[src/rtl/msk_unmask_pkg.sv]
// Shared constants for the serial share-recombination stage: FSM encoding
// and the counter-width helper.
package msk_unmask_pkg;

  localparam logic [1:0] ST_IDLE = 2'd0;
  localparam logic [1:0] ST_ACC  = 2'd1;
  localparam logic [1:0] ST_DONE = 2'd2;

  // max(1, clog2(n)); a single-bit counter still exists for n <= 2
  function automatic int cnt_width(input int n);
    return (n > 2) ? $clog2(n) : 1;
  endfunction

endpackage

[src/rtl/msk_share_shift_reg.sv]
// Share holding register: parallel load with one-share pre-shift, zero-fill
// shift toward share 0, and scrub. Only the bottom share is visible outside.
module msk_share_shift_reg #(
  parameter int d = 2,
  parameter int W = 8
) (
  input  logic           clk,
  input  logic           rst_n,
  input  logic           load,
  input  logic           shift,
  input  logic           clear,
  input  logic [d*W-1:0] din,
  output logic [W-1:0]   bottom
);

  logic [d*W-1:0] share_reg;

  // Share 0 goes straight to the accumulator on load, so it is dropped here
  always_ff @(posedge clk) begin
    if (!rst_n || clear) begin
      share_reg <= '0;
    end else if (load) begin
      share_reg <= din >> W;
    end else if (shift) begin
      share_reg <= share_reg >> W;
    end else begin
      share_reg <= share_reg;
    end
  end

  assign bottom = share_reg[W-1:0];

endmodule

[src/rtl/msk_unmask_serial.sv]
// Serial unmasking stage: registers a d-share sharing, XOR-folds one share per
// clock into acc, presents the cleartext on a valid/ready port, then scrubs.
module msk_unmask_serial
  import msk_unmask_pkg::*;
#(
  parameter int d = 2,
  parameter int W = 8
) (
  input  logic           clk,
  input  logic           rst_n,
  input  logic           in_valid,
  output logic           in_ready,
  input  logic [d*W-1:0] in_shares,
  output logic           out_valid,
  input  logic           out_ready,
  output logic [W-1:0]   out_data,
  output logic           busy
);

  localparam int CW = cnt_width(d);
  localparam logic [CW-1:0] CNT_LAST = CW'(d - 1);

  logic [1:0]    state;
  logic [W-1:0]  acc;
  logic [CW-1:0] cnt;
  logic [W-1:0]  bottom;
  logic          accept;
  logic          release_out;

  assign accept      = (state == ST_IDLE) && in_valid;
  assign release_out = (state == ST_DONE) && out_ready;

  msk_share_shift_reg #(
    .d(d),
    .W(W)
  ) u_shift (
    .clk   (clk),
    .rst_n (rst_n),
    .load  (accept),
    .shift (state == ST_ACC),
    .clear (release_out),
    .din   (in_shares),
    .bottom(bottom)
  );

  // FSM, accumulator and share counter
  always_ff @(posedge clk) begin
    if (!rst_n) begin
      state <= ST_IDLE;
      acc   <= '0;
      cnt   <= '0;
    end else begin
      case (state)
        ST_IDLE: begin
          if (in_valid) begin
            acc   <= in_shares[W-1:0];
            cnt   <= CW'(1);
            state <= (d > 1) ? ST_ACC : ST_DONE;
          end
        end
        ST_ACC: begin
          acc <= acc ^ bottom;
          cnt <= cnt + CW'(1);
          if (cnt == CNT_LAST) begin
            state <= ST_DONE;
          end
        end
        ST_DONE: begin
          if (out_ready) begin
            acc   <= '0;
            cnt   <= '0;
            state <= ST_IDLE;
          end
        end
        default: begin
          acc   <= '0;
          cnt   <= '0;
          state <= ST_IDLE;
        end
      endcase
    end
  end

  // Outputs depend on registered state only; partial sums never leak out
  assign in_ready  = (state == ST_IDLE);
  assign out_valid = (state == ST_DONE);
  assign out_data  = out_valid ? acc : '0;
  assign busy      = (state != ST_IDLE);

endmodule

[config.mk]
export PLATFORM = sky130hd
export DESIGN_NAME = msk_unmask_serial
export DESIGN_NICKNAME = d
export VERILOG_FILES = /design/src/rtl/msk_unmask_pkg.sv /design/src/rtl/msk_share_shift_reg.sv /design/src/rtl/msk_unmask_serial.sv
export SDC_FILE = /design/constraint.sdc
export NUM_CORES = 1
export LEC_CHECK = 0
export BUFFER_PORTS_ARGS = -buffer_cell sky130_fd_sc_hd__buf_2
export CAP_MARGIN = 0
export CORE_MARGIN = 1
export CORE_UTILIZATION = 35
export DETAILED_ROUTE_END_ITERATION = 16
export PLACE_DENSITY_LB_ADDON = 0.08
export SLEW_MARGIN = 20
export SYNTH_ARGS = -nofsm -noshare
export SYNTH_HDL_FRONTEND = slang
export SYNTH_HIERARCHICAL = 1
export SYNTH_SLANG_ARGS = --single-unit
[constraint.sdc]
create_clock -name clk -period 1.95 [get_ports clk]
set_input_delay 0.195 -clock clk [delete_from_list [all_inputs] [get_ports clk]]
set_output_delay 0.195 -clock clk [all_outputs]
set_load 0.02 [all_outputs]
==> summary.md <==
| Metric | Value |
|---|---|
| R2R depth | 5 |
| Hold Buf Count CTS | 0 |
| Peak supply drop | ~0.37 mV |
| Highest Clock Rate | slightly below 600 MHz |
| Worst r2r dst | u_shift/share_reg[6] |
| Worst hold start | in_shares[10] |
| HP Class | in -> reg |
| DRT Wirelength | 2100 um |
| Seq pwr share | about 54% |
| Clk network pwr share | a little under a quarter |
| Unique masters post-synth | 23 |
| Int Pwr | between 0.5 and 0.6 mW |
| Avg Vias per Cell | around 4.8 |
| Yosys reg bits | 19 |
| Pwr dens | 736 mW/mm2 |
| Hold_ws | 0.132 ns |
| Fill count | roughly 280 |
| Avg Inst Size Synth | 8.84 um2 |
| Least-Margin Pin Slew | just over 0.6 ns |
| Yosys top cell area share | around two fifths |
| Skew-Pair Late Insertion Delay | ~0.3 ns |
| CTS clock-pin slew for the worst setup and hold paths | ~0.11 ns |
| Net Sw Power | between 0.2 and 0.25 mW |
| WHS Path Cells | 3 |
| Crit path arrival time | 1.52 ns |
| Hold endpoint | u_shift/share_reg[2] |
| Status | complete, no violations |
| Die extent in x | 54.0 um |
| Core area | about 0.0025 mm2 |
| CTS tree | built |
| Finished Core Util | a little under half |
| Critical path endpoint category | primary output |
| DRT antenna net count | 0 |
| Per-cell routed wire length | between 10 and 15 um |
| Clk sinks | 19 |
| EDFF count, synth | 0 |
| Comb pwr share | ~22% |
| Max Slew Vio Count | 0 |
| Initial DRT Pass Iterations | 4 |
| CP startpoint kind | register |
| Via Count | between 800 and 900 |
| Mapped Cells | around 110 |
| Total GRT Usage | between 10% and 20% |
| Critical path required time | about 1.8 ns |
| Rel. slew slack | between 50% and 60% |
| CTS Buf Count | 3 |
| Seq/Total Area, Yosys | just over 40% |
| Layout cell share with drive strength beyond 1 | a little under a third |
| Height of the chip | about 54 um |
| R2r setup slk | 0.33 ns |
| Syn Std Cell Area | ~950 um2 |
| Detail Placement HPWL | 1490 um |
| Port-buffer cells | 30 |
| Synth cell count leaders | dfxtp_1, a21oi_1, and2_1, nor2_1 |
| First-pass GRT wire length | about 3300 um |
| Final setup TNS | 0 ns |
| Starting Density | between 30% and 40% |
| Multi-input gate area in the final layout | 526 um2 |
| Max-Cap Viols | 0 |
| Top FF cell, synth | dfxtp_1 |
| Number of setup buffers added after CTS | 0 |
| Register area | around 380 um2 |
| Root Buffer | clkbuf_4 |
| Site Rows | 18 |
| Unrepaired setup endpoints after global routing | false |
| Final hold violation count | 0 |
| Clock buffer depth | 2 |
| Placer congestion estimate | about 0.72 |
| Ant diodes | 0 |
| Area growth syn-to-layout | 20.8% |
| Dominant cells by area after synthesis | dfxtp_1, a21oi_1, a22o_1, xnor2_1, and2_1 |
| Ys Warns | 6 |
| CP max FO | 22 |
| Total die area | roughly 0.003 mm2 |
| DR iter-0 viols | 13 |
| Ports | 31 |
| RR Startpoint | state[1] |
| Setup CP Type | reg -> out |
| Mapped Nets | 127 |
| Fin crit share | around nine tenths |
| Final setup fails | 0 |
| Top cell type by total area after synthesis | dfxtp_1 |
| Largest net degree at the start of global routing | 23 |
| Leak Pwr | 0.514 nW |
| Post-CTS Resized | 0 |
| Initial antenna violation count | 0 |
| Final net count | around 160 |
| Count leader, synth | dfxtp_1 |
| Switching Share | 29.1% |
| Drt drc | 0 |
| CTS H-Tree Depth | 1 |
| Layout Skew | 0.00717 ns |
| Number of global-route vias before repair | ~700 |
| Crit path time final | ~1.7 ns |
| Async set or reset register ratio after synthesis | 0% |
| Grt ovf | 0 |
routing by layer:
metal / vias to the layer above / wire length (um) / GRT usage [%]
li1: 427 / - / -
met1: 361 / 1050 / 23.4
met2: 20 / 934 / 23.5
met3: 2 / 97 / 2.82
met4: 0 / 19 / 7.69
met5: - / 0 / 0
worst max-delay path, stage by stage, from the launching register on:
cell and delay, ns:
dfxtp_1 0.33, buf_4 0.20, nor2b_1 0.22, buf_4 0.19
and2_1 0.12, buf_2 0.15
cell type report:
class / instances / share of cell area [%]
tap: 30 / 3.29
multi-input combinational: 81 / 46.0
clock buffer: 4 / 2.30
inverter: 2 / 0.657
timing repair buffer: 32 / 14.5
sequential: 19 / 33.3
per-stage QoR:
stage	cell area, um2	std cells	power, mW	setup slack (ns)
detailed placement	1120	164	0.649	0.363
finish	1140	168	0.841	0.231
global placement	1120	164	0.645	0.425
global route	1140	168	0.897	0.132
CTS	1140	168	0.856	0.202
floorplan	946	107	0.597	0.214
kinds of logic (layout without fill, tap and decap cells):
| family | count (synthesis) | after routing | synth area share [%] |
|---|---|---|---|
| muxes | 1 | 1 | 1.59 |
| and+or+nand+nor | 45 | 45 | 28.6 |
| buffers and inverters | 7 | 38 | 4.23 |
| DFF | 19 | 19 | 40.2 |
| AOI/OAI and AO/OA | 27 | 27 | 18.0 |
| xor gates and xnor gates | 8 | 8 | 7.41 |
placed cells by master, fill, tap and decap left out:
cell type and instances:
buf_4 2, dfxtp_1 19, nor2b_1 2, nor3b_4 1, clkbuf_4 3, clkbuf_1 1
buf_2 30, mux2_4 1, a21o_1 1, or2_2 1, or3b_1 2, nand2b_1 4
xnor2_1 8, inv_1 2, nand2_1 8, nor2_1 10, and2_1 10, a21oi_1 17
or3b_2 6, a22oi_1 1, a22o_1 8, and2b_1 1
power by group through the flow:
| stage | registers (mW) | logic [mW] | clock network (mW) |
|---|---|---|---|
| 3_5_place_dp | 0.462 | 0.187 | 0 |
| 4_1_cts | 0.454 | 0.189 | 0.213 |
| 6_report | 0.453 | 0.186 | 0.202 |
| 3_3_place_gp | 0.461 | 0.184 | 0 |
| 2_1_floorplan | 0.455 | 0.143 | 0 |
| 5_1_grt | 0.458 | 0.209 | 0.231 |
how the worst max path moves through the flow:
stage | start | to | slack [ns] | cells after the start
floorplan | state[0] | u_shift/share_reg[1] | 0.21 | 7
global placement | state[1] | u_shift/share_reg[7] | 0.42 | 5
detailed placement | state[1] | u_shift/share_reg[6] | 0.36 | 5
CTS | state[0] | out_data[5] | 0.20 | 5
global route | state[0] | out_data[2] | 0.13 | 5
finish | state[0] | out_data[7] | 0.23 | 5
Power figures use the tool's default switching activity.
